<file path="src/rtl/uart_fb_pkg.sv">
// Shared types and byte codes for the UART framebuffer loader.
// The state enum, the sync byte and the packet command codes live here.
package uart_fb_pkg;

  typedef enum logic [3:0] {
    ST_IDLE,
    ST_CMD,
    ST_SEL,
    ST_ADR2,
    ST_ADR1,
    ST_ADR0,
    ST_CNT1,
    ST_CNT0,
    ST_PIXH,
    ST_PIXL,
    ST_CSUM
  } state_t;

  localparam logic [7:0] SYNC_BYTE = 8'hA5;
  localparam logic [7:0] CMD_WRITE = 8'h57;  // 'W'
  localparam logic [7:0] CMD_SEL   = 8'h53;  // 'S'
  localparam logic [7:0] CMD_CLEAR = 8'h43;  // 'C'
  localparam logic [7:0] CHR_A     = 8'h41;
  localparam logic [7:0] CHR_F     = 8'h46;

  // Case-insensitive match of a byte against an upper-case ASCII letter.
  function automatic logic is_letter(input logic [7:0] b, input logic [7:0] upper);
    return (b == upper) || (b == (upper | 8'h20));
  endfunction

endpackage

</file>
<file path="src/rtl/uart_rx_timeout.sv">
// Inter-byte watchdog: loadable down-counter that flags the last idle cycle.
// Held at zero while the parser is idle so it can never fire there.
module uart_rx_timeout #(
  parameter int TIMEOUT_CYCLES = 1000000
) (
  input  logic CLK,
  input  logic rst,
  input  logic load,
  input  logic hold,
  output logic expire
);
  localparam int CW = $clog2(TIMEOUT_CYCLES + 1);

  logic [CW-1:0] count_reg;

  always_ff @(posedge CLK) begin
    if (rst || hold) begin
      count_reg <= '0;
    end else if (load) begin
      count_reg <= CW'(TIMEOUT_CYCLES);
    end else if (count_reg != '0) begin
      count_reg <= count_reg - CW'(1);
    end
  end

  // Depends only on the register, so the FSM may use it without a comb loop.
  assign expire = (count_reg == CW'(1));

endmodule

</file>
<file path="src/rtl/uart_fb_loader.sv">
// Parses sync/command packets from the UART byte stream, streams pixels to the
// framebuffer write port, and drives the VGA display-buffer select.
module uart_fb_loader
  import uart_fb_pkg::*;
#(
  parameter int ADDR_W         = 17,
  parameter int TIMEOUT_CYCLES = 1000000
) (
  input  logic              CLK,
  input  logic              rst,
  input  logic [7:0]        rx_data,
  input  logic              rx_valid,
  output logic              fb_we,
  output logic [ADDR_W-1:0] fb_addr,
  output logic [11:0]       fb_wdata,
  output logic              image_sel,
  output logic              busy,
  output logic              err,
  output logic              pkt_ok
);
  state_t            state_reg, state_next;
  logic [ADDR_W-1:0] addr_reg, addr_next;
  logic [ADDR_W-1:0] fb_addr_reg, fb_addr_next;
  logic [15:0]       cnt_reg, cnt_next;
  logic [15:0]       cnt_shift;
  logic [7:0]        csum_reg, csum_next;
  logic [3:0]        red_reg, red_next;
  logic [11:0]       fb_wdata_reg, fb_wdata_next;
  logic              fb_we_reg, fb_we_next;
  logic              image_sel_reg, image_sel_next;
  logic              err_reg, err_next;
  logic              pkt_ok_reg, pkt_ok_next;
  logic              tmo_expire, tmo_hold;

  assign cnt_shift = {cnt_reg[7:0], rx_data};
  assign tmo_hold  = (state_next == ST_IDLE);

  uart_rx_timeout #(.TIMEOUT_CYCLES(TIMEOUT_CYCLES)) u_timeout (
    .CLK   (CLK),
    .rst   (rst),
    .load  (rx_valid),
    .hold  (tmo_hold),
    .expire(tmo_expire)
  );

  always_ff @(posedge CLK) begin
    if (rst) begin
      state_reg     <= ST_IDLE;
      addr_reg      <= '0;
      fb_addr_reg   <= '0;
      cnt_reg       <= '0;
      csum_reg      <= '0;
      red_reg       <= '0;
      fb_wdata_reg  <= '0;
      fb_we_reg     <= 1'b0;
      image_sel_reg <= 1'b0;
      err_reg       <= 1'b0;
      pkt_ok_reg    <= 1'b0;
    end else begin
      state_reg     <= state_next;
      addr_reg      <= addr_next;
      fb_addr_reg   <= fb_addr_next;
      cnt_reg       <= cnt_next;
      csum_reg      <= csum_next;
      red_reg       <= red_next;
      fb_wdata_reg  <= fb_wdata_next;
      fb_we_reg     <= fb_we_next;
      image_sel_reg <= image_sel_next;
      err_reg       <= err_next;
      pkt_ok_reg    <= pkt_ok_next;
    end
  end

  always_comb begin
    state_next     = state_reg;
    addr_next      = addr_reg;
    fb_addr_next   = fb_addr_reg;
    cnt_next       = cnt_reg;
    csum_next      = csum_reg;
    red_next       = red_reg;
    fb_wdata_next  = fb_wdata_reg;
    fb_we_next     = 1'b0;
    image_sel_next = image_sel_reg;
    err_next       = err_reg;
    pkt_ok_next    = 1'b0;

    if (rx_valid) begin
      // Every packet byte between the sync and the checksum feeds the XOR.
      if (state_reg != ST_IDLE && state_reg != ST_CSUM) begin
        csum_next = csum_reg ^ rx_data;
      end
      case (state_reg)
        ST_IDLE: begin
          if (is_letter(rx_data, CHR_A)) begin
            image_sel_next = 1'b0;
          end else if (is_letter(rx_data, CHR_F)) begin
            image_sel_next = 1'b1;
          end else if (rx_data == SYNC_BYTE) begin
            csum_next  = '0;
            state_next = ST_CMD;
          end
        end
        ST_CMD: begin
          case (rx_data)
            CMD_WRITE: state_next = ST_ADR2;
            CMD_SEL:   state_next = ST_SEL;
            CMD_CLEAR: begin
              err_next   = 1'b0;
              state_next = ST_IDLE;
            end
            default: begin
              err_next   = 1'b1;
              state_next = ST_IDLE;
            end
          endcase
        end
        ST_SEL: begin
          image_sel_next = rx_data[0];
          state_next     = ST_CSUM;
        end
        // Shifting in big-endian bytes and truncating keeps the low ADDR_W bits.
        ST_ADR2: begin
          addr_next  = ADDR_W'(rx_data);
          state_next = ST_ADR1;
        end
        ST_ADR1: begin
          addr_next  = ADDR_W'({addr_reg, rx_data});
          state_next = ST_ADR0;
        end
        ST_ADR0: begin
          addr_next  = ADDR_W'({addr_reg, rx_data});
          state_next = ST_CNT1;
        end
        ST_CNT1: begin
          cnt_next   = cnt_shift;
          state_next = ST_CNT0;
        end
        ST_CNT0: begin
          cnt_next   = cnt_shift;
          state_next = (cnt_shift == 16'd0) ? ST_CSUM : ST_PIXH;
        end
        ST_PIXH: begin
          red_next   = rx_data[3:0];
          state_next = ST_PIXL;
        end
        ST_PIXL: begin
          fb_we_next    = 1'b1;
          fb_addr_next  = addr_reg;
          fb_wdata_next = {red_reg, rx_data};
          addr_next     = addr_reg + ADDR_W'(1);
          cnt_next      = cnt_reg - 16'd1;
          state_next    = (cnt_reg == 16'd1) ? ST_CSUM : ST_PIXH;
        end
        ST_CSUM: begin
          if (rx_data == csum_reg) begin
            pkt_ok_next = 1'b1;
          end else begin
            err_next = 1'b1;
          end
          state_next = ST_IDLE;
        end
        default: state_next = ST_IDLE;
      endcase
    end else if (tmo_expire && state_reg != ST_IDLE) begin
      err_next   = 1'b1;
      state_next = ST_IDLE;
    end
  end

  assign fb_we     = fb_we_reg;
  assign fb_addr   = fb_addr_reg;
  assign fb_wdata  = fb_wdata_reg;
  assign image_sel = image_sel_reg;
  assign busy      = (state_reg != ST_IDLE);
  assign err       = err_reg;
  assign pkt_ok    = pkt_ok_reg;

endmodule

</file>
<file path="config.mk">
export PLATFORM = sky130hd
export DESIGN_NAME = uart_fb_loader
export DESIGN_NICKNAME = d
export VERILOG_FILES = /design/src/rtl/uart_fb_pkg.sv /design/src/rtl/uart_rx_timeout.sv /design/src/rtl/uart_fb_loader.sv
export SDC_FILE = /design/constraint.sdc
export NUM_CORES = 1
export LEC_CHECK = 0
export CAP_MARGIN = 20
export CORE_MARGIN = 5
export CORE_UTILIZATION = 63
export CTS_CLUSTER_DIAMETER = 200
export CTS_CLUSTER_SIZE = 30
export DETAILED_ROUTE_END_ITERATION = 10
export HOLD_SLACK_MARGIN = 0.02
export PLACE_DENSITY = 0.83
export SETUP_SLACK_MARGIN = 0.4
export SYNTH_ARGS = -nofsm -noshare
export SYNTH_HDL_FRONTEND = slang
export SYNTH_SLANG_ARGS = --single-unit
</file>
<file path="constraint.sdc">
create_clock -name CLK -period 3.83 [get_ports CLK]
set_input_delay 0.766 -clock CLK [delete_from_list [all_inputs] [get_ports CLK]]
set_output_delay 0.766 -clock CLK [all_outputs]
set_load 0.1 [all_outputs]
</file>
==> flow_summary.toml, run 1 <==
[run_status]
status = "complete, no violations"

[global_route]
antenna_found_initial = 0
grt_max_degree = 48
grt_overflow = 0
met3_usage_pct = 5.95
met2_usage_pct = 43.4
grt_pass1_wl_um = 23100
track_usage_pct = 27.1
grt_pass1_vias = 4744
grt-busiest-layer = "met2"
grtUsageMet1_pct = 37.5

[hold_path]
min_to = "fb_wdata[5]"
min_from = "fb_wdata[5]"
worstHoldPathCells = 2
hp-class = "reg2reg"

[power]
clkPwrFrac_pct = 37.4
seq_power_share_pct = 58.2
p_per_area_nw_per_um2 = 300
combPwrFrac_pct = 4.4
p_int_mw = 1.34
switching_share_pct = 26.3
ir_worst_vdd_mv = 0.209
p_switching_mw = 0.479
power.leakage_nw = 2.15

[place]
io_buffers = 44
dp_hpwl_um = 9400
place_area_um2 = 5860
gp_congestion = 0.864

[die]
dieArea_um2 = 10500
start_util_pct = 65.1
ios = 45
row_count = 33
fp.dieH_um = 103
core_um2 = 8300
die_w_um = 103

[logic_synthesis]
synth_top_family_by_area = "simple AND/OR/NAND/NOR gates"
ys_seq_area_share_pct = 37.8
yosys_warnings = 0
synth_mux_area_share_pct = 2.83
synth-compound-area-share_pct = 21.1
syn_area_um2 = 5400
synthSimpleGateAreaFrac_pct = 27.5
synthFlopType = "dfxtp_1"
synth_cell_types = 68
synth_seq_cells = 102
synth_edf_count = 0
syn_avg_cell_area_um2 = 7.84
syn_inst = 689
synth_fa_ha_area_share_pct = 1.62
async_flop_share_pct = 0
syn_nets = 707
synth-xor-area-share_pct = 4.54

[worst_setup_path]
reg2reg_depth = 6
worstPathCellList = "clkdlybuf4s50_1 -> nor3b_1 -> a211oi_1 -> nor4_1 -> a31oi_1 -> a221oi_1"
crit_slowest_cell = "clkdlybuf4s50_1"
startpoint = "rx_data[3]"
r2r_start = "state_reg[3]"
setup.worst_path.end_class = "register"
r2r-end = "u_timeout.count_reg[14]"
worstPathArrival_ns = 3.02
start_kind = "input pin"
crit_path_max_incr_delay_ns = 0.61
cp_max_fo = 9
r2r_slack_ns = 1.15
crit_required_ns = 4.10
crit_type = "in2reg"

[sta]
slew_viol_final = 0
tightest_slew_ns = 1.02
tns_ns = 0
slew_headroom_pct = 31.7
hold_violations = 0
setup_viol = 0
fin_skew_ns = 0.0139
finalCritPeriodShare_pct = 71.7
period_minus_slack_ns = 2.74
grt_setup_unrepaired = "false"
fmax_ghz = 0.364

[detailed_routing]
drc = 0
wl_per_cell_um = 16.8
firstDrtPassIters = 5
routed_wl_um = 13700
vias_per_cell = 6.29
drt-initial-drc-count = 418
antenna_left = 0
routed-via-count = 5136

[finish]
diodes = 0
largest_register_ffs = 20
syn_to_final_growth_pct = 12.4
multi_input_comb_area_um2 = 3130
seqCellArea_um2 = 2040
finalNetCount = 724
fin_area_um2 = 6070
fillers = 659
drive_above_1_share_pct = 6.47

[cts]
cts_made_buffers = 9
cts_hold_buffers = 0
clock_latency_ns = 0.37
cts_sinks = 102
cts_resized = 0
post_cts_buffers = 0
cts-root-buf = "clkbuf_8"
cts_buffer_depth = 2
cts_max_level = 3
clkTransAtPathRegs_ns = 0.11
cts_tree = "yes"

[run]
cap_violations = 0
-- worst max-delay path: cells and delay by family --
family | cells | cell delay (ns)
compound gates | 3 | 0.68
buf+inv | 1 | 0.61
simple gates | 2 | 0.95
-- worst max-delay path by stage --
stage / end / slack (ns) / cells past startpoint
CTS: u_timeout.count_reg[14] / 1.09 / 6
floorplan: u_timeout.count_reg[14] / 1.49 / 6
finish: u_timeout.count_reg[14] / 1.09 / 6
global placement: u_timeout.count_reg[14] / 0.78 / 6
global route: u_timeout.count_reg[14] / 0.86 / 6
detailed placement: u_timeout.count_reg[14] / 0.71 / 6
-- cells in the final DEF, fill, tap and decap left out, types with 6 or more instances in the layout --
cell	instances
nand2_1	116
inv_1	13
a221oi_1	6
a21oi_1	67
nor3_1	16
and3_1	6
dfxtp_1	102
nand3_1	16
clkbuf_8	9
buf_4	12
a211oi_1	13
o31ai_1	7
and2_1	9
nor4_1	10
mux2i_1	13
clkdlybuf4s50_1	42
o21ai_0	36
ha_1	7
nand4_1	14
xor2_1	25
nor2_1	65
-- synthesized netlist by cell type (2+ instances only) --
master	instances	area (um^2)
a211oi_1	13	97.6
a21o_1	4	30.0
a21oi_1	67	335
a221oi_1	6	52.6
a22oi_1	5	37.5
a311oi_1	5	43.8
a31o_1	2	17.5
a31oi_1	4	25.0
a32o_1	2	20.0
and2_1	9	56.3
and3_1	6	37.5
and4_1	4	35.0
and4b_1	3	30.0
buf_1	5	18.8
buf_2	9	45.0
clkbuf_1	36	135
dfxtp_1	102	2040
ha_1	7	87.6
inv_1	13	48.8
mux2i_1	13	130
nand2_1	116	435
nand2b_1	2	12.5
nand3_1	16	80.1
nand3b_1	2	15.0
nand4_1	14	87.6
nand4b_1	3	26.3
nor2_1	66	248
nor2b_1	5	31.3
nor3_1	16	80.1
nor3b_1	5	37.5
nor4_1	10	62.6
nor4_4	2	42.5
nor4b_1	2	17.5
nor4bb_1	2	20.0
o211a_1	2	20.0
o211ai_1	3	22.5
o21a_1	4	30.0
o21ai_0	36	180
o21ai_1	2	10.0
o22ai_1	2	12.5
o31ai_1	7	52.6
o41ai_1	2	17.5
or3_1	4	25.0
xnor2_1	3	26.3
xor2_1	25	219
-- power groups by stage --
stage               sequential (mW)  combinational [mW]  clock (mW)
floorplan                      1.09              0.0448           0
detailed placement             1.09              0.0775           0
CTS                            1.06              0.0779       0.689
finish                         1.06              0.0795       0.682
global placement               1.09              0.0758           0
global route                   1.06              0.0853       0.744
-- layout make-up --
cell class	count	share of cell area, %
repair buffers	56	8.62
inverters	13	0.804
clock inverters	7	1.22
multi-input cells	524	51.5
clock buffers	9	2.04
well taps	105	2.16
flip-flops and latches	102	33.6
-- per-layer routing --
layer | wire length (um) | share of wire (%)
met1 | 6190 | 45
met2 | 6420 | 47
met3 | 940 | 6.9
met4 | 110 | 0.80
met5 | 0 | 0
-- per-stage QoR --
stage	hold slack (ns)	utilization [%]	setup WS, ns	instances	power (mW)
finish	0.461	73.1	1.09	816	1.82
global route	0.488	73.1	0.862	816	1.89
CTS	0.461	73.0	1.09	815	1.83
detailed placement	0.446	70.7	0.714	799	1.16
global placement	0.443	70.7	0.781	799	1.16
floorplan	0.432	-	1.49	689	1.14
-- cell families (layout without fill, tap and decap cells) --
family | after synthesis | in the layout
flops | 102 | 102
compound gates | 177 | 177
fa+ha+maj | 7 | 7
mux | 15 | 15
simple gates | 297 | 297
buf+inv | 63 | 85
xor+xnor | 28 | 28
Power figures use the tool's default switching activity.
==> run 2, diff against run 1 <==
--- a/config.mk
+++ b/config.mk
@@ -7,12 +7,12 @@
 export LEC_CHECK = 0
 export CAP_MARGIN = 20
 export CORE_MARGIN = 5
-export CORE_UTILIZATION = 63
+export CORE_UTILIZATION = 58
 export CTS_CLUSTER_DIAMETER = 200
 export CTS_CLUSTER_SIZE = 30
 export DETAILED_ROUTE_END_ITERATION = 10
 export HOLD_SLACK_MARGIN = 0.02
-export PLACE_DENSITY = 0.83
+export PLACE_DENSITY = 0.77
 export SETUP_SLACK_MARGIN = 0.4
 export SYNTH_ARGS = -nofsm -noshare
 export SYNTH_HDL_FRONTEND = slang
==> constraint.sdc (replaced) <==
create_clock -name CLK -period 2.7 [get_ports CLK]
set_input_delay 0.54 -clock CLK [delete_from_list [all_inputs] [get_ports CLK]]
set_output_delay 0.54 -clock CLK [all_outputs]
set_load 0.1 [all_outputs]
==> flow_summary.toml, run 2 (same netlist as run 1, synthesis figures left out) <==
[worst_setup_path]
reg2reg_depth = 5
crit_type = "reg2out"
r2r_start = "u_timeout.count_reg[11]"
crit_required_ns = 2.16
r2r-end = "u_timeout.count_reg[18]"
cp-endpoint = "busy"
cp_max_fo = 11
worstPathArrival_ns = 1.68
start_kind = "register"
r2r_slack_ns = 0.52
setup.worst_path.end_class = "output pin"
startpoint = "state_reg[1]"

[sta]
period_minus_slack_ns = 2.22
slew_headroom_pct = 42.5
fin_ws_ns = 0.476
grt_setup_unrepaired = "true"
hold_violations = 0
fin_skew_ns = 0.0133
setup_viol = 0
finalCritPeriodShare_pct = 82.4
slew_viol_final = 0
fmax_ghz = 0.450
tightest_slew_ns = 0.863

[finish]
mostFrequentLayoutCells = "116 x nand2_1, 98 x dfxtp_1, 67 x a21oi_1"
fin_area_um2 = 6250
syn_to_final_growth_pct = 15.7
finalNetCount = 745
diodes = 0
mostFrequentLayoutCell = "nand2_1"
fillers = 778
drive_above_1_share_pct = 15.6
largest_register_ffs = 20

[cts]
cts_buffer_depth = 2
cts-root-buf = "clkbuf_8"
cts_sinks = 102
cts_max_level = 3
cts_made_buffers = 9
cts_tree = "yes"
post_cts_buffers = 0
clock_latency_ns = 0.38
clkTransAtPathRegs_ns = 0.11

[run_status]
status = "complete, no violations"

[power]
power.leakage_nw = 2.35
p_per_area_nw_per_um2 = 412
ir_worst_vdd_mv = 0.356

[run]
cap_violations = 0

[hold_path]
hp-class = "reg2reg"
min_from = "fb_addr[2]"

[detailed_routing]
wl_per_cell_um = 16.8
antenna_left = 0
drt-initial-drc-count = 440
vias_per_cell = 6.25
drc = 0
routed_wl_um = 14100
routed-via-count = 5266
firstDrtPassIters = 5

[global_route]
grt_overflow = 0
grt_max_degree = 81
track_usage_pct = 25.7
grt_pass1_vias = 4963
grt_pass1_wl_um = 24200
antenna_found_initial = 0

[place]
place_area_um2 = 5990
gp_congestion = 0.866
io_buffers = 44
dp_hpwl_um = 9780
dp_slack_ns = -0.0240

[die]
core_um2 = 9150
start_util_pct = 59.0
ios = 45
row_count = 35
dieArea_um2 = 11300
die_w_um = 106
fp.dieH_um = 106
==> run 2: repair_timing <==
item / in CTS / in global routing
pin swaps: 0 / 2
resized for setup: 2 / 13
hold buffers: 0 / 0
endpoints found under the setup margin: 3 / 35
==> run 2: worst min-delay path by stage <==
stage                   endpoint  slack [ns]  cells after the start
global placement     fb_wdata[8]        0.44                      2
global route        fb_wdata[10]        0.48                      2
detailed placement    fb_addr[2]        0.45                      2
floorplan           fb_wdata[10]        0.43                      2
CTS                   fb_addr[2]        0.46                      2
finish                fb_addr[2]        0.46                      2
==> run 2: critical path: stages, from the launching register on <==
cell	delay, ns
dfxtp_2	0.39
buf_4	0.19
nor4_2	0.33
buf_4	0.18
inv_2	0.05
buf_12	0.16
==> run 2: area by class of cell <==
| cell class | count | area, um^2 | share of cell area (%) |
|---|---|---|---|
| repair buffers | 77 | 636 | 10.2 |
| multi-input cells | 524 | 3190 | 51.1 |
| clock buffers | 9 | 124 | 1.98 |
| flip-flops and latches | 102 | 2050 | 32.8 |
| inverters | 13 | 48.8 | 0.781 |
| well taps | 111 | 139 | 2.22 |
| clock inverters | 7 | 63.8 | 1.02 |
==> run 2: through the flow <==
step	total power [mW]	setup TNS, ns	std cells	utilization (%)	hold slack, ns
6_report	2.57	0	843	68.3	0.458
5_1_grt	2.67	0	843	68.3	0.484
4_1_cts	2.59	0	843	67.7	0.460
3_5_place_dp	1.67	-0.0240	827	65.5	0.447
3_3_place_gp	1.66	-0.00510	827	65.5	0.441
2_1_floorplan	1.61	0	689	-	0.432
==> run 2: metal layers <==
| metal | routed length [um] | share of wire (%) | global-route usage [%] | vias to the layer above |
|---|---|---|---|---|
| li1 | - | - | - | 2542 |
| met1 | 6320 | 45 | 34.9 | 2503 |
| met2 | 6600 | 47 | 41.0 | 193 |
| met3 | 905 | 6.4 | 5.10 | 28 |
| met4 | 312 | 2.2 | 8.95 | 0 |
| met5 | 0 | 0 | 0 | - |
==> run 2: power by group <==
| group | internal (mW) | switching, mW | leakage [nW] | total, mW |
|---|---|---|---|---|
| sequential | 1.50 | 0.00127 | 0.823 | 1.51 |
| clock | 0.356 | 0.582 | 0.0903 | 0.938 |
| combinational | 0.0460 | 0.0824 | 1.43 | 0.128 |
